[config.mk]
export PLATFORM = sky130hd
export DESIGN_NAME = alu8_seq
export DESIGN_NICKNAME = d
export VERILOG_FILES = /design/src/rtl/alu8_pkg.sv /design/src/rtl/nor8.sv /design/src/rtl/alu8_seq.sv
export SDC_FILE = /design/constraint.sdc
export NUM_CORES = 1
export LEC_CHECK = 0
export BUFFER_PORTS_ARGS = -buffer_cell sky130_fd_sc_hd__buf_4
export CAP_MARGIN = 5
export CORE_MARGIN = 2
export CORE_UTILIZATION = 40
export CTS_CLUSTER_DIAMETER = 120
export DETAILED_ROUTE_END_ITERATION = 10
export PLACE_DENSITY = 0.56
export SLEW_MARGIN = 20
export SYNTH_ARGS = -nofsm -noshare
export SYNTH_HDL_FRONTEND = slang
export SYNTH_SLANG_ARGS = --single-unit
[constraint.sdc]
create_clock -name clk -period 3.55 [get_ports clk]
set_input_delay 0.355 -clock clk [delete_from_list [all_inputs] [get_ports clk]]
set_output_delay 0.355 -clock clk [all_outputs]
set_load 0.03 [all_outputs]
[src/rtl/alu8_pkg.sv]
// Shared constants for the ToyProcessor 8-bit ALU stage.
// Holds the opcode encodings and the sequencer state type.
package alu8_pkg;

  localparam int unsigned WIDTH = 8;

  localparam logic [2:0] OP_ADD = 3'b000;
  localparam logic [2:0] OP_SUB = 3'b001;
  localparam logic [2:0] OP_AND = 3'b010;
  localparam logic [2:0] OP_OR  = 3'b011;
  localparam logic [2:0] OP_XOR = 3'b100;
  localparam logic [2:0] OP_SHL = 3'b101;
  localparam logic [2:0] OP_SHR = 3'b110;
  localparam logic [2:0] OP_MUL = 3'b111;

  typedef enum logic [0:0] {
    StIdle,
    StMulRun
  } state_e;

endpackage

[src/rtl/nor8.sv]
// 8-input NOR used as the zero detector on the ALU result bus.
module nor8 (
  input  logic [7:0] d,
  output logic       y
);

  assign y = ~|d;

endmodule

[src/rtl/alu8_seq.sv]
// 8-bit ALU stage: single-cycle logic/arith ops and an 8-step shift-add multiply,
// with registered result and Z/C/N flags under a start/busy/done handshake.
module alu8_seq
  import alu8_pkg::*;
#(
  parameter int unsigned WIDTH     = 8,
  parameter int unsigned MUL_STEPS = 8
) (
  input  logic             clk,
  input  logic             rst_n,
  input  logic             start,
  input  logic [2:0]       op,
  input  logic [WIDTH-1:0] a,
  input  logic [WIDTH-1:0] b,
  output logic [WIDTH-1:0] result,
  output logic             zero,
  output logic             carry,
  output logic             neg,
  output logic             busy,
  output logic             done
);

  localparam int unsigned CntW = $clog2(MUL_STEPS);
  localparam logic [CntW-1:0] CntLast = CntW'(MUL_STEPS - 1);

  state_e             state_q;
  logic [WIDTH-1:0]   a_q, b_q;
  logic [2*WIDTH-1:0] acc_q;
  logic [CntW-1:0]    cnt_q;
  logic [WIDTH-1:0]   result_q;
  logic               zero_q, carry_q, neg_q, busy_q, done_q;

  logic [WIDTH-1:0]   alu_res;
  logic               alu_c;
  logic [2*WIDTH-1:0] pp, acc_nxt;
  logic [WIDTH-1:0]   next_res;
  logic               next_c;
  logic               next_zero;

  always_comb begin
    alu_res = '0;
    alu_c   = 1'b0;
    unique case (op)
      OP_ADD: {alu_c, alu_res} = {1'b0, a} + {1'b0, b};
      OP_SUB: begin
        alu_res = a - b;
        alu_c   = (a < b);
      end
      OP_AND: alu_res = a & b;
      OP_OR:  alu_res = a | b;
      OP_XOR: alu_res = a ^ b;
      OP_SHL: begin
        alu_res = {a[WIDTH-2:0], 1'b0};
        alu_c   = a[WIDTH-1];
      end
      OP_SHR: begin
        alu_res = {1'b0, a[WIDTH-1:1]};
        alu_c   = a[0];
      end
      OP_MUL: begin
        alu_res = '0;
        alu_c   = 1'b0;
      end
    endcase
  end

  // One partial product per step: A shifted to the current bit position of B.
  always_comb begin
    pp      = b_q[cnt_q] ? ({{WIDTH{1'b0}}, a_q} << cnt_q) : '0;
    acc_nxt = acc_q + pp;
  end

  // While multiplying, the bus carries the final product so the last step can load it.
  always_comb begin
    if (state_q == StMulRun) begin
      next_res = acc_nxt[WIDTH-1:0];
      next_c   = |acc_nxt[2*WIDTH-1:WIDTH];
    end else begin
      next_res = alu_res;
      next_c   = alu_c;
    end
  end

  nor8 u_nor8 (
    .d (next_res),
    .y (next_zero)
  );

  always_ff @(posedge clk or negedge rst_n) begin
    if (!rst_n) begin
      state_q  <= StIdle;
      a_q      <= '0;
      b_q      <= '0;
      acc_q    <= '0;
      cnt_q    <= '0;
      result_q <= '0;
      zero_q   <= 1'b1;
      carry_q  <= 1'b0;
      neg_q    <= 1'b0;
      busy_q   <= 1'b0;
      done_q   <= 1'b0;
    end else begin
      done_q <= 1'b0;
      case (state_q)
        StIdle: begin
          if (start) begin
            if (op == OP_MUL) begin
              a_q     <= a;
              b_q     <= b;
              acc_q   <= '0;
              cnt_q   <= '0;
              busy_q  <= 1'b1;
              state_q <= StMulRun;
            end else begin
              result_q <= next_res;
              zero_q   <= next_zero;
              carry_q  <= next_c;
              neg_q    <= next_res[WIDTH-1];
              done_q   <= 1'b1;
            end
          end
        end
        StMulRun: begin
          acc_q <= acc_nxt;
          cnt_q <= cnt_q + 1'b1;
          if (cnt_q == CntLast) begin
            result_q <= next_res;
            zero_q   <= next_zero;
            carry_q  <= next_c;
            neg_q    <= next_res[WIDTH-1];
            done_q   <= 1'b1;
            busy_q   <= 1'b0;
            state_q  <= StIdle;
          end
        end
        default: state_q <= StIdle;
      endcase
    end
  end

  assign result = result_q;
  assign zero   = zero_q;
  assign carry  = carry_q;
  assign neg    = neg_q;
  assign busy   = busy_q;
  assign done   = done_q;

endmodule
# After elaboration in Yosys (flattened, before gate mapping)
# Cells that the tools add are included.
op_classes:
  add_sub_neg: 4
  order_cmp: 2
  n_eq_ne: 12
  shift: 1
  mux: 41
  n_bitwise: 4
  reduce_logical: 8
ops:
  columns: ["op", "n"]
  rows:
  - ["8-bit case mux with 8 select lines", 1]
  - ["16-bit two-way mux", 3]
  - ["8-bit two-way mux", 4]
  - ["16-bit case mux with 2 select lines", 1]
  - ["1-bit two-way mux", 20]
  - ["16-bit adder", 1]
  - ["8-bit case mux with 2 select lines", 1]
  - ["8-bit OR reduction", 2]
  - ["8-bit by 3-bit left shift with 16-bit output", 1]
  - ["3-bit equality test (second input constant)", 5]
  - ["1-bit case mux with 2 select lines", 6]
  - ["8-bit by 8-bit adder with 9-bit output", 1]
  - ["3-bit AND reduction", 3]
  - ["8-bit AND", 1]
  - ["8-bit less-than comparator", 1]
  - ["8-bit bitwise OR", 1]
  - ["8-bit subtractor", 1]
  - ["8-bit bitwise XOR", 1]
  - ["3-bit by 2-bit equality test with 1-bit output (second input constant)", 2]
  - ["3-bit two-way mux", 2]
  - ["2-bit inequality test (second input constant)", 3]
  - ["3-bit case mux with 2 select lines", 1]
  - ["3-bit by 4-bit less-than comparator with 1-bit output (second input constant)", 1]
  - ["1-bit case mux with 4 select lines", 1]
  - ["other kinds (8)", 8]
word_totals:
  reg_bits: 49
  in_bits: 22
  elab_cells: 83

# Longest topological paths before layout
logic_depth:
  ltp_word: 10
  depth_mapped: 16

# Hierarchy
# A second synthesis with hierarchy kept.
hier_totals:
  cells_unflattened: 497
  area_unflattened_um2: 4260.3
by_module_without_submodules:
  columns: ["mod", "instances", "cells_per_inst", "area_each_um2", "seq_area_each_um2"]
  rows:
  - ["alu8_seq", 1, 494, 4241.6, 1202.4]
  - ["nor8", 1, 3, 18.8, 0.0]

# Worst setup path before layout
# Ideal clock, no wire load.
synth_timing:
  path_kind: "reg-to-reg"
  startpoint: "reg cnt_q[0]"
  endpoint: "reg carry_q (netlist: carry)"
  setup_time_ns: 0.137
  arrival_ns: 3.293
  t_required_ns: 3.413
  path_slack_ns: 0.120
  stages_incl_launch_ff: 14
  path_buffers: 1
  period_less_slack_ns: 3.430
  path_cell_list: "dfrtp_1 -> clkbuf_1 -> mux4_2 -> nand2_1 -> nor3_1 -> ha_1 -> fa_1 -> a211oi_2 -> or4_4 -> nand2_4 -> or3_1 -> a211o_1 -> nor4_2 -> a22oi_1"
synth_between:
  elab_chain_len: 9
synth_lines:
  columns: ["item", "line", "text"]
  rows:
  - ["start: declaration", "alu8_seq.sv:29", "logic [CntW-1:0] cnt_q;"]
  - ["start signal: assignment", "alu8_seq.sv:125", "cnt_q <= cnt_q + 1'b1;"]
  - ["1-bit binary-select mux with 3-bit select", "alu8_seq.sv:69", "pp = b_q[cnt_q] ? ({{WIDTH{1'b0}}, a_q} << cnt_q) : '0;"]
  - ["1-bit two-way mux (implied by the code)", "alu8_seq.sv:69", null]
  - ["16-bit two-way mux", "alu8_seq.sv:69", null]
  - ["16-bit adder", "alu8_seq.sv:70", "acc_nxt = acc_q + pp;"]
  - ["8-bit OR reduction", "alu8_seq.sv:77", "next_c = |acc_nxt[2*WIDTH-1:WIDTH];"]
  - ["1-bit two-way mux", "alu8_seq.sv:75", "if (state_q == StMulRun) begin"]
  - ["1-bit two-way mux", "alu8_seq.sv:107", "if (op == OP_MUL) begin"]
  - ["1-bit two-way mux", "alu8_seq.sv:106", "if (start) begin"]
  - ["1-bit case mux with 2 select lines", "alu8_seq.sv:104", "case (state_q)"]
  - ["end signal: assignment", "alu8_seq.sv:117", "carry_q <= next_c;"]
  - ["end signal: assignment", "alu8_seq.sv:129", "carry_q <= next_c;"]
  - ["end: declaration", "alu8_seq.sv:31", "logic zero_q, carry_q, neg_q, busy_q, done_q;"]
# Parallel ways exist; a longest one is shown, timed or not. The select of a mux whose other input is x is not followed.
# A chain may end at the register's enable or synchronous reset.

# Worst setup path in the final report
# Same ends and word-level chain as after synthesis.

==> summary.md <==
| Metric | Value |
|---|---|
| P&R area growth vs syn | 11.2% |
| Syn. warnings | 0 |
| Post-Synth Simple-Gate Area | 20.3% |
| Critical Path Fanout Max | 5 |
| Antenna violations before repair | 0 |
| Vias per Instance | 5.68 |
| Setup_tns | 0 ns |
| Post-synth top cells | a21oi_1, nand2_1, dfrtp_1, nor2_1, ha_1 |
| Gate Count Post-Synth | 549 |
| Hold Fails Final Rpt | 0 |
| Root buf cell | clkbuf_16 |
| Vias in the first global route | 3808 |
| Setup bufs post-CTS | 0 |
| Fin. max-slew vios | 0 |
| Fill cell count | 1122 |
| N_diodes | 0 |
| Synthesized flop and latch total | 48 |
| Initial core utilization | 40.6% |
| Number of distinct library cells after synthesis | 75 |
| CTS sink count | 48 |
| Critical path's slowest cell | mux4_2 |
| Leak Pwr | 2.36 nW |
| Outcome | finished clean |
| Vias | 4033 |
| Pwr/cell area | 815 nW/um^2 |
| Xor/xnor share of the synthesized area | 2.65% |
| CTS-repair resized insts | 0 |
| Post-route DRC | 0 |
| Worst Path Required | 3.70 ns |
| CP Launch Point | cnt_q[0]$_DFFE_PN0P_ |
| WP data arrival | 3.57 ns |
| Primary FF master, synth | dfrtp_1 |
| Hold buffers post-CTS | 0 |
| DR iter-0 viols | 211 |
| Num CTS Buffers | 5 |
| # IOs | 35 |
| Area of the multi-input gates | 3130 um^2 |
| Sequential area share after synthesis | 26.3% |
| Cell area after technology mapping | 4570 um^2 |
| Largest stage delay, worst path | 0.57 ns |
| H-tree depth | 2 |
| Clock tree buffer depth | 2 |
| Most Frequent Cell on Critical Path | nand2_4 |
| Core area | 11300 um^2 |
| Layout cell share with drive strength beyond 1 | 17.3% |
| PortBufs | 34 |
| Worst setup margin | 0.123 ns |
| Critical Path Start Type | register |
| Syn_area_per_cell | 8.33 um^2 |
| Ys async rst share | 100% |
| Slew HR | 44.6% |
| Routed WL | 12300 um |
| GRT overflow | 0 |
| Worst Max-Slew Pin Slew | 0.831 ns |
| Post-synth EDFFs | 0 |
| Hold Worst Slack | 0.0579 ns |
| WS Path Type | register to register |
| Clock latency at the later pin of the worst-skew pair | 0.30 ns |
| Die H | 111 um |
| Largest family of logic cells by synthesized area | compound AO/OA/AOI/OAI gates |
| Routed len/inst | 17.3 um |
| Syn Nets | 615 |
| Max Freq | 292 MHz |
| Die W | 111 um |
| Die area | 12300 um^2 |
| Critical Path Sink Type | register |
| Largest net degree at the start of global routing | 49 |
| DRT Pass-1 Iters | 4 |
| Clock skew | 0.00631 ns |
| Min Tclk post-route | 3.43 ns |
| Worst r2r src | cnt_q[0]$_DFFE_PN0P_ |
| # rows | 39 |
| Mux share of post-synthesis cell area | 9.85% |
| Power consumption | 4.14 mW |
| Period utilization | 96.5% |
| Final setup fails | 0 |
| Post-place setup slack | 0.0555 ns |
| Critical Path, Cell by Cell | mux4_2 > nand2_4 > nor3_1 > ha_2 > fa_2 > a211oi_2 > or4_4 > nand2_4 > or3_1 > a211o_1 > nor4_2 > a22oi_1 |
| Share of the synthesized area in the top cell type | 25.7% |
| RePlAce Congestion | 0.900 |
| Total area of sequential cells | 1200 um^2 |
| Peak supply drop | 457 uV |
| Post-synthesis compound-gate area fraction | 22.2% |
| Nets | 632 |
| DP Area | 4890 um^2 |
| Dpl hpwl | 9350 um |
| Largest area contributor in the netlist | dfrtp_1 |
| First-pass GRT wire length | 19800 um |
| Post-Synth Adder-Cell Area | 12.5% |
| Top post-synthesis cells by area | dfrtp_1, ha_1, a21oi_1, mux2_2, nand2_1 |
| Reg clk slew, reported paths | 0.07 ns |
| Antenna Nets Post-Route | 0 |
| Tot GR Track Use | 20.0% |
| Post-route cell area | 5080 um^2 |
| Max cap viols | 0 |
| Hold Path Class | primary input to async pin |
| CTS tree | done |
## critical path: cells and delay by family (launching register included)
kind / cells / cell delay, ns
adders and majority gates: 2 / 0.58
muxes: 1 / 0.57
AOI/OAI and AO/OA: 3 / 0.70
and+or+nand+nor: 6 / 1.01
DFF: 1 / 0.42
## cell usage in the layout (no fill, tap or decap), types with 8 or more instances in the layout
| master | instances |
|---|---|
| mux2_2 | 20 |
| o211ai_1 | 10 |
| dfrtp_1 | 47 |
| mux2i_1 | 18 |
| nor2_1 | 47 |
| a21oi_1 | 52 |
| a21o_1 | 8 |
| ha_1 | 39 |
| nand3_1 | 9 |
| nand2_1 | 50 |
| nand2b_1 | 17 |
| nor2b_1 | 15 |
| nor3_1 | 12 |
| o21ai_0 | 26 |
| inv_1 | 28 |
| buf_4 | 41 |
## per-stage QoR
step / std cells / utilization [%]
after floorplan: 549 / -
after global placement: 702 / 43.4
after detailed placement: 702 / 43.4
after CTS: 710 / 44.7
after global routing: 710 / 45.1
final: 710 / 45.1
## layout make-up
cell class              count  share of cell area (%)
multi-input cells         441                    61.5
well taps                 143                    3.52
clock inverters             3                   0.468
inverters                  28                    2.07
flip-flops and latches     48                    23.7
clock buffers               5                    2.46
repair buffers             42                    6.28
## registers in the layout, indices dropped and copies added (netlist names)
register / flops
a_q: 8
acc_q: 16
b_q: 8
busy: 1
carry: 1
cnt_q: 3
done: 1
neg: 1
result: 7
state_q: 1
zero: 1
## cell families (layout without fill, tap and decap cells)
group | count (synthesis) | count (layout)
AND/OR/NAND/NOR | 186 | 186
AO/OA/AOI/OAI | 158 | 158
buffers and inverters | 60 | 78
flip-flops | 48 | 48
adder cells (fa/ha/maj) | 44 | 44
multiplexers | 40 | 40
XOR/XNOR | 13 | 13
## routing by layer
| metal | GRT usage (%) | share of wire, % | vias up |
|---|---|---|---|
| met5 | 0 | 0 | - |
| met2 | 32.8 | 45 | 91 |
| met4 | 3.50 | 0.93 | 0 |
| met3 | 3.01 | 4.7 | 10 |
| li1 | - | - | 1999 |
| met1 | 28.6 | 49 | 1933 |
## power by group
group	internal, mW	switching, mW
combinational	1.11	1.57
sequential	0.808	0.172
clock	0.262	0.219
total	2.18	1.96
## final timing paths
path,end,slack [ns],cells past startpoint
worst max-delay path,carry$_DFFE_PN0P_,0.12,12
worst min-delay path,result[4]$_DFFE_PN0P_,0.06,1
worst max register to register,carry$_DFFE_PN0P_,0.12,12
worst min register to register,result[5]$_DFFE_PN0P_,0.49,2
max in group asynchronous,acc_q[9]$_DFFE_PN0P_,3.06,1
min in group clk,b_q[5]$_DFFE_PN0P_,0.32,2
(Power assumes the default switching activity.)
